## src/rtl/xy_mod_sequencer_if.sv

```systemverilog
// rtl/xy_mod_sequencer_if.sv - operand, peripheral-bus and result signals of the x % (x - y) sequencer
//   in_valid/in_ready/in_x/in_y    : operand pair stream into the sequencer
//   d/addr/w/r/e/out               : peripheral register bus, out is the peripheral read data
//   res_valid/res_ready/res/err    : result stream out of the sequencer
//   master = sequencer side, slave = environment side (operand source, peripheral, result sink)
interface xy_mod_sequencer_if;
    logic        in_valid;
    logic        in_ready;
    logic [15:0] in_x;
    logic [15:0] in_y;
    logic [15:0] d;
    logic [1:0]  addr;
    logic        w;
    logic        r;
    logic        e;
    logic [31:0] out;
    logic        res_valid;
    logic        res_ready;
    logic [15:0] res;
    logic        err;

    modport master (
        input  in_valid, in_x, in_y, out, res_ready,
        output in_ready, d, addr, w, r, e, res_valid, res, err
    );

    modport slave (
        output in_valid, in_x, in_y, out, res_ready,
        input  in_ready, d, addr, w, r, e, res_valid, res, err
    );
endinterface

```

## src/rtl/xy_mod_sequencer.sv

```systemverilog
// rtl/xy_mod_sequencer.sv - feeds operand pairs to the x % (x - y) peripheral and collects results
//   clk : system clock, all state updates on the rising edge
//   rst : asynchronous active-high reset
//   bus : xy_mod_sequencer_if.master
//         operand stream in (in_valid/in_ready/in_x/in_y) buffered in a DEPTH-entry FIFO,
//         peripheral bus out (d/addr/w/r/e, read data on out),
//         result stream out (res_valid/res_ready/res/err)
module xy_mod_sequencer #(
    parameter int DEPTH = 4,
    parameter int AW    = 2
) (
    input logic                 clk,
    input logic                 rst,
    xy_mod_sequencer_if.master  bus
);
    localparam logic [AW:0] FULL_COUNT = (AW + 1)'(DEPTH);

    // ZERO gives the x == y path one bus-free cycle before DONE, so its
    // result appears two edges after the pair was pushed.
    typedef enum logic [2:0] {IDLE, ZERO, WR_X, WR_Y, RD, CAP, DONE} state_t;

    logic [15:0]   fifo_x [DEPTH];
    logic [15:0]   fifo_y [DEPTH];
    logic [AW-1:0] wr_ptr;
    logic [AW-1:0] rd_ptr;
    logic [AW:0]   count;
    logic          push;
    logic          pop;
    logic          full;
    logic          empty;

    state_t        state;
    state_t        state_nxt;
    logic [15:0]   yr;
    logic [15:0]   yr_nxt;
    logic [15:0]   d_q;
    logic [15:0]   d_nxt;
    logic [1:0]    addr_q;
    logic [1:0]    addr_nxt;
    logic          w_q;
    logic          w_nxt;
    logic          r_q;
    logic          r_nxt;
    logic [15:0]   res_q;
    logic [15:0]   res_nxt;
    logic          err_q;
    logic          err_nxt;
    logic          vld_q;
    logic          vld_nxt;
    logic          e_q;

    // Upper half of the read data carries nothing the sequencer needs.
    logic [15:0]   unused_out_hi;
    assign unused_out_hi = bus.out[31:16];

    assign full         = (count == FULL_COUNT);
    assign empty        = (count == '0);
    assign bus.in_ready = ~rst & ~full;
    assign push         = bus.in_valid & bus.in_ready;

    always_ff @(posedge clk) begin
        if (push) begin
            fifo_x[wr_ptr] <= bus.in_x;
            fifo_y[wr_ptr] <= bus.in_y;
        end
    end

    always_ff @(posedge clk or posedge rst) begin
        if (rst) begin
            wr_ptr <= '0;
            rd_ptr <= '0;
            count  <= '0;
        end else begin
            if (push) wr_ptr <= wr_ptr + AW'(1);
            if (pop)  rd_ptr <= rd_ptr + AW'(1);
            if (push && !pop)      count <= count + (AW + 1)'(1);
            else if (pop && !push) count <= count - (AW + 1)'(1);
        end
    end

    always_ff @(posedge clk or posedge rst) begin
        if (rst) begin
            state  <= IDLE;
            yr     <= '0;
            d_q    <= '0;
            addr_q <= '0;
            w_q    <= 1'b0;
            r_q    <= 1'b0;
            res_q  <= '0;
            err_q  <= 1'b0;
            vld_q  <= 1'b0;
            e_q    <= 1'b0;
        end else begin
            state  <= state_nxt;
            yr     <= yr_nxt;
            d_q    <= d_nxt;
            addr_q <= addr_nxt;
            w_q    <= w_nxt;
            r_q    <= r_nxt;
            res_q  <= res_nxt;
            err_q  <= err_nxt;
            vld_q  <= vld_nxt;
            e_q    <= 1'b1;
        end
    end

    // Outputs are registered, so each branch sets the values the bus must
    // carry while in the state being entered.
    always_comb begin
        state_nxt = state;
        yr_nxt    = yr;
        d_nxt     = d_q;
        addr_nxt  = addr_q;
        w_nxt     = 1'b0;
        r_nxt     = 1'b0;
        res_nxt   = res_q;
        err_nxt   = err_q;
        vld_nxt   = 1'b0;
        pop       = 1'b0;
        unique case (state)
            IDLE: begin
                if (!empty) begin
                    pop    = 1'b1;
                    yr_nxt = fifo_y[rd_ptr];
                    if (fifo_x[rd_ptr] == fifo_y[rd_ptr]) begin
                        state_nxt = ZERO;
                    end else begin
                        state_nxt = WR_X;
                        w_nxt     = 1'b1;
                        addr_nxt  = 2'd0;
                        d_nxt     = fifo_x[rd_ptr];
                    end
                end
            end
            ZERO: begin
                state_nxt = DONE;
                res_nxt   = '0;
                err_nxt   = 1'b1;
                vld_nxt   = 1'b1;
            end
            WR_X: begin
                state_nxt = WR_Y;
                w_nxt     = 1'b1;
                addr_nxt  = 2'd1;
                d_nxt     = yr;
            end
            WR_Y: begin
                state_nxt = RD;
                r_nxt     = 1'b1;
                addr_nxt  = 2'd2;
            end
            RD: begin
                state_nxt = CAP;
            end
            CAP: begin
                // The peripheral registered its read data on the edge leaving RD.
                state_nxt = DONE;
                res_nxt   = bus.out[15:0];
                err_nxt   = 1'b0;
                vld_nxt   = 1'b1;
            end
            DONE: begin
                if (bus.res_ready) state_nxt = IDLE;
                else               vld_nxt   = 1'b1;
            end
            default: begin
                state_nxt = IDLE;
            end
        endcase
    end

    assign bus.d         = d_q;
    assign bus.addr      = addr_q;
    assign bus.w         = w_q;
    assign bus.r         = r_q;
    assign bus.e         = e_q;
    assign bus.res       = res_q;
    assign bus.err       = err_q;
    assign bus.res_valid = vld_q;
endmodule
```

## src/flat_wrapper.sv

```systemverilog
// flat-port wrapper written by rule: the top's interface ports become plain ports
module xy_mod_sequencer_flat 
#(
    parameter int DEPTH = 4,
    parameter int AW    = 2
)
  (clk, rst, bus_in_valid, bus_in_x, bus_in_y, bus_out, bus_res_ready, bus_in_ready, bus_d, bus_addr, bus_w, bus_r, bus_e, bus_res_valid, bus_res, bus_err);
  xy_mod_sequencer_if bus_i ();
  input logic clk;
  input logic rst;
  input wire logic [$bits(bus_i.in_valid)-1:0] bus_in_valid;
  input wire logic [$bits(bus_i.in_x)-1:0] bus_in_x;
  input wire logic [$bits(bus_i.in_y)-1:0] bus_in_y;
  input wire logic [$bits(bus_i.out)-1:0] bus_out;
  input wire logic [$bits(bus_i.res_ready)-1:0] bus_res_ready;
  output wire logic [$bits(bus_i.in_ready)-1:0] bus_in_ready;
  output wire logic [$bits(bus_i.d)-1:0] bus_d;
  output wire logic [$bits(bus_i.addr)-1:0] bus_addr;
  output wire logic [$bits(bus_i.w)-1:0] bus_w;
  output wire logic [$bits(bus_i.r)-1:0] bus_r;
  output wire logic [$bits(bus_i.e)-1:0] bus_e;
  output wire logic [$bits(bus_i.res_valid)-1:0] bus_res_valid;
  output wire logic [$bits(bus_i.res)-1:0] bus_res;
  output wire logic [$bits(bus_i.err)-1:0] bus_err;
  assign bus_i.in_valid = bus_in_valid;
  assign bus_i.in_x = bus_in_x;
  assign bus_i.in_y = bus_in_y;
  assign bus_i.out = bus_out;
  assign bus_i.res_ready = bus_res_ready;
  assign bus_in_ready = bus_i.in_ready;
  assign bus_d = bus_i.d;
  assign bus_addr = bus_i.addr;
  assign bus_w = bus_i.w;
  assign bus_r = bus_i.r;
  assign bus_e = bus_i.e;
  assign bus_res_valid = bus_i.res_valid;
  assign bus_res = bus_i.res;
  assign bus_err = bus_i.err;
  xy_mod_sequencer #(.DEPTH(DEPTH), .AW(AW)) u_core (.clk(clk), .rst(rst), .bus(bus_i));
endmodule
```

## config.mk

```make
export PLATFORM = sky130hd
export DESIGN_NAME = xy_mod_sequencer_flat
export DESIGN_NICKNAME = d
export VERILOG_FILES = /design/src/rtl/xy_mod_sequencer_if.sv /design/src/rtl/xy_mod_sequencer.sv /design/src/flat_wrapper.sv
export SDC_FILE = /design/constraint.sdc
export NUM_CORES = 1
export LEC_CHECK = 0
export CORE_MARGIN = 5
export CORE_UTILIZATION = 35
export DETAILED_ROUTE_END_ITERATION = 8
export PLACE_DENSITY = 0.62
export SYNTH_ARGS = -nofsm -noshare
export SYNTH_HDL_FRONTEND = slang
export SYNTH_SLANG_ARGS = --single-unit
```

## constraint.sdc

```tcl
create_clock -name clk -period 3.85 [get_ports clk]
set_clock_uncertainty 0.05 [all_clocks]
set_input_delay 1.155 -clock clk [delete_from_list [all_inputs] [get_ports clk]]
set_output_delay 1.155 -clock clk [all_outputs]
set_load 0.02 [all_outputs]
```

== Word level (Yosys, flattened, before mapping) ==
Memories as Yosys holds them, arrays and structs flattened.
Cells that the tools add are included.
W data, S select, Z words.
Storage, ports and cells
  register bits: 65
  memory bits (writable): 128
  logic and storage cells: 74
  output and inout port bits: 40
  input bits: 68
  memories: 2
Cells by class
  equality and inequality tests: 11
  add/sub/neg operators: 4
  bitwise operators: 5
  muxes and demuxes: 24
  reductions and logical operators: 15
Memory list
  u_core.fifo_x: words 4, width 16, read ports 1, clocked after Yosys merged registers in 0, wr ports 1, line xy_mod_sequencer.sv:22  | logic [15:0] fifo_x [DEPTH];
  u_core.fifo_y: words 4, width 16, read ports 1, clocked after Yosys merged registers in 0, wr ports 1, line xy_mod_sequencer.sv:23  | logic [15:0] fifo_y [DEPTH];
Operator list (number)
  $pmux W16 S2: 2
  $mux W16: 2
  $pmux W3 S6: 1
  $eq A16 B16 Y1: 1
  $eq A3 B3 Y1 const B: 4
  $mux W3: 4
  $mux W1: 8
  $eq A3 B2 Y1 const B: 2
  $logic_not A3 Y1: 2
  $mux W2: 3
  $ne A2 B2 Y1 const B: 3
  $pmux W1 S2: 3
  $pmux W2 S3: 1
  $reduce_and A3 Y1: 2
  $reduce_bool A2 Y1: 3
  $add A2 B1 Y2 const B: 2
  $reduce_and A2 Y1: 2
  $add A3 B1 Y3 const B: 1
  $eq A3 B1 Y1 const B: 1
  $not A1 Y1: 3
  $reduce_bool A3 Y1: 1
  $sub A3 B1 Y3 const B: 1
  $and A1 B1 Y1: 2
  $logic_and A1 B1 Y1: 2
  2 further kinds: 3

== Longest topological paths before layout ==
  depth in word-level cells: 8
  gate-level depth with buffers: 12
  gate-level depth less buffers: 10

== Worst setup path before layout ==
No wires, ideal clock.
  path type: input-to-reg
  start point: input port rst
  end point: register u_core.count[2]
  data arrival time: 2.876 ns
  required time: 3.721 ns
  setup slack: 0.845 ns
  path buffers: 0
  library setup time: 0.079 ns
  stages on the path: 8
  path through: a21oi_1 and2_1 ha_1 inv_1 fa_1 xor2_1 nor2_1 xor2_1
Between the ends
  longest elaborated chain between the ends: 6
  elaborated cells between the ends (all ways): 8
  classes of those cells: mux (1); bitwise (3); reduce/logical (4)
RTL lines
  start: declaration: line flat_wrapper.sv:10  | input logic rst;
  $not A1 Y1 (*): line xy_mod_sequencer.sv:58  | assign bus.in_ready = ~rst & ~full;
  $and A1 B1 Y1 (*): line xy_mod_sequencer.sv:58
  $and A1 B1 Y1 (*): line xy_mod_sequencer.sv:59  | assign push = bus.in_valid & bus.in_ready;
  named net u_core.push: line xy_mod_sequencer.sv:27  | logic push;
  $logic_not A1 Y1: line xy_mod_sequencer.sv:77  | else if (pop && !push) count <= count - (AW + 1)'(1);
  $logic_and A1 B1 Y1: line xy_mod_sequencer.sv:77
  $reduce_bool A2 Y1 (no line)
  end signal: assignment: line xy_mod_sequencer.sv:76  | if (push && !pop) count <= count + (AW + 1)'(1);
  end signal: assignment: line xy_mod_sequencer.sv:77
  end: declaration: line xy_mod_sequencer.sv:26  | logic [AW:0] count;
The timed path passes the listed nets; every way through them passes the cells marked *.
A chain may end at the register's enable or synchronous reset.

== Worst setup path after layout ==
  start point: input port rst
  end point: output port bus_in_ready
Between the ends
  longest elaborated chain between the ends: 2
RTL lines
  $not A1 Y1: line xy_mod_sequencer.sv:58
  $and A1 B1 Y1: line xy_mod_sequencer.sv:58
  end: declaration: line flat_wrapper.sv:16  | output wire logic [$bits(bus_i.in_ready)-1:0] bus_in_ready;
No other way between the ends.

==> metrics.txt <==
GR Layer Usage met2 0.2391; met3 GRT Util 0.03697; Async SR Flop Fraction 0.3368; Clock transition at path regs 0.07 ns; TritonCTS Buffers 17; Die Wd 158.7 um; Hold Fails Final Rpt 0; Cell Pwr Density 775.8 nW/um2; CTS tree done; leakage 3.569 nW; Post-Synthesis Cell Area between 7000 and 8000 um2; Nets 635; Worst setup EP type primary output; Iteration-0 DRC Markers 264; Area contributors post-synth edfxtp_1 (50%), dfrtp_1 (21%), mux4_2 (9.3%); CTS resizes 0; Hold Crit Start u_core.bus.err$_DFFE_PP0N_; hold crit path type reg2reg; Worst setup SP type input port; Slew @ Worst Pin 0.9867 ns; slew margin rel. 0.3406; number of instances in the synthesized netlist 463; Yosys cell types 36; Core Region approximately 22000 um2; Synth Warn # 0; DRC Markers 0; DR WL/cell 19.07 um; die area roughly 25000 um2; Worst R2R Path Depth 7; leading cell type in the layout, fill and taps excluded edfxtp_1; most frequent cells in the layout edfxtp_1 (128), clkdlybuf4s50_1 (91), dfrtp_1 (64); via/cell ratio 5.013; Clock Sink Count roughly 190; clock root buffer clkbuf_16; initial antenna violation count 0; antenna-violating nets left 0; Die Height around 160 um; CP arrival 2.48 ns; Worst Setup SP rst; Area growth, synth to finish 23.74%; Post-synth EDFFs roughly 130; Routed WL approximately 16000 um; Tot Pwr 7.428 mW; CTS Hold Bufs 0; GRT Residual Overflow 0; Syn Nets roughly 540; syn avg cell area 16.71 um2; CTS max path bufs 2; row count 54; setup tns final 0 ns; worst flop-to-flop path startpoint u_core.rd_ptr[0]$_DFFE_PP0P_; Vias about 4300; Placed Area between 8000 and 9000 um2; Ant. Diodes 0; Most Crowded Layer GR met2; Storage cell area 5472 um2; Setup crit end bus_in_ready; drt first pass iters 5; max-cap viol count 0; Crit Path Category in2out; Tmin final 3.686 ns; gpl congestion approximately 0.75; All-Layer GR Usage 0.1359; I/O pin count 108; Slew Viols, Final 0; RSZ-0062 raised after global routing no; reg-to-reg slack, setup 0.91 ns; largest net degree at the start of global routing 55; Synth Flop Type edfxtp_1; Post-DP HPWL 10410 um; CP max FO 2; Worst R2R End u_core.state[1]$_DFFE_PP0P_; multi-input logic area around 2100 um2; post-route cell area 9574 um2; H-tree levels 4; initial core utilization 0.3545; highest clock rate 271.3 MHz; layout cells sized above 1 0.1603; worst skew pair latency 0.44 ns; Worst EP required 2.64 ns; area leader, netlist edfxtp_1; Most Frequent Cell on Critical Path clkdlybuf4s50_1; GR Util met1 0.1669; vias in the first global route 4678; first-pass GRT wire length 25610 um; synthesis-stage register bit count 193; # setup viols final 0; Util after Layout 0.4387; fillcell total 1890; Tcrit/Tclk final 0.9574; Synth top area share 0.4968; number of port buffers 91; CP cell instances clkdlybuf4s50_1, a21oi_1, clkdlybuf4s50_1; crit path max-delay cell type clkdlybuf4s50_1; register area share after synthesis 0.7070; postcts setup bufs 0; Max stage delay on crit path about 0.65 ns; worst vdd ir ~0.35 mV; outcome completed
registers in the layout (all words and copies together) (netlist names):
name and count:
u_core.count 3, u_core.fifo_y 64, u_core.wr_ptr 2, u_core.fifo_x 64, u_core.bus.res_valid 1, u_core.bus.d 16, u_core.bus.err 1, u_core.rd_ptr 2
u_core.state 3, u_core.bus.w 1, u_core.bus.res 16, u_core.bus.addr 2, u_core.bus.r 1, u_core.bus.e 1, u_core.yr 16
power by group:
group          internal (mW)  switching, mW
clock network          0.925          0.822
registers               2.69          0.302
logic                   1.24           1.46
total                   4.85           2.58
metrics by stage:
| stage | cells | worst slack, ns | hold slack [ns] |
|---|---|---|---|
| finish | 854 | 0.1641 | 0.4443 |
| global route | 854 | 0.1053 | 0.4556 |
| CTS | 854 | 0.1718 | 0.4466 |
| detailed placement | 822 | 0.1813 | 0.4259 |
| global placement | 822 | 0.2404 | 0.4154 |
| floorplan | 463 | 0.8446 | 0.4052 |
worst min-delay path by stage:
stage / end / slack (ns) / cells after the start
global route: u_core.yr[3]$_DFFE_PP0P_ / 0.46 / 1
detailed placement: u_core.yr[4]$_DFFE_PP0P_ / 0.43 / 1
floorplan: u_core.count[2]$_DFFE_PP0P_ / 0.41 / 1
CTS: u_core.yr[2]$_DFFE_PP0P_ / 0.45 / 1
finish: u_core.bus.err$_DFFE_PP0N_ / 0.44 / 2
global placement: u_core.bus.res[4]$_DFFE_PP0N_ / 0.42 / 2
synthesized netlist by cell type (all sizes together) (8+ instances only):
master,count
mux2,17
nand2,41
o21ai,22
xor2,19
mux4,32
edfxtp,128
mux2i,16
a21oi,37
a22o,16
inv,8
clkbuf,17
buf,9
dfrtp,65
per-layer routing:
layer,wire length [um],vias to the layer above
met5,0,-
met3,907,9
li1,-,1971
met2,8394,115
met4,97,0
met1,6888,2186
kinds of logic (layout without fill, tap and decap cells):
family	Yosys count	count (layout)	share of synthesized area
xor+xnor	22	22	0.02490
compound gates	79	79	0.06145
simple gates	63	63	0.03541
buf+inv	34	145	0.02151
flops	193	193	0.7070
other cells	1	1	0.0004847
mux	65	65	0.1386
fa+ha+maj	6	6	0.01067
worst max-delay path, delay by kind of cell:
family | cells | cell delay (ns)
AO/OA/AOI/OAI | 1 | 0.22
buffers and inverters | 2 | 1.10
area by class of cell:
type / count / share of cell area
flip-flops and latches: 193 / 0.5715
multi-input cells: 236 / 0.2202
repair buffers: 105 / 0.1074
clock buffers: 17 / 0.04443
well taps: 280 / 0.03659
clock inverters: 15 / 0.01673
inverters: 8 / 0.003136
(Power assumes the default switching activity.)
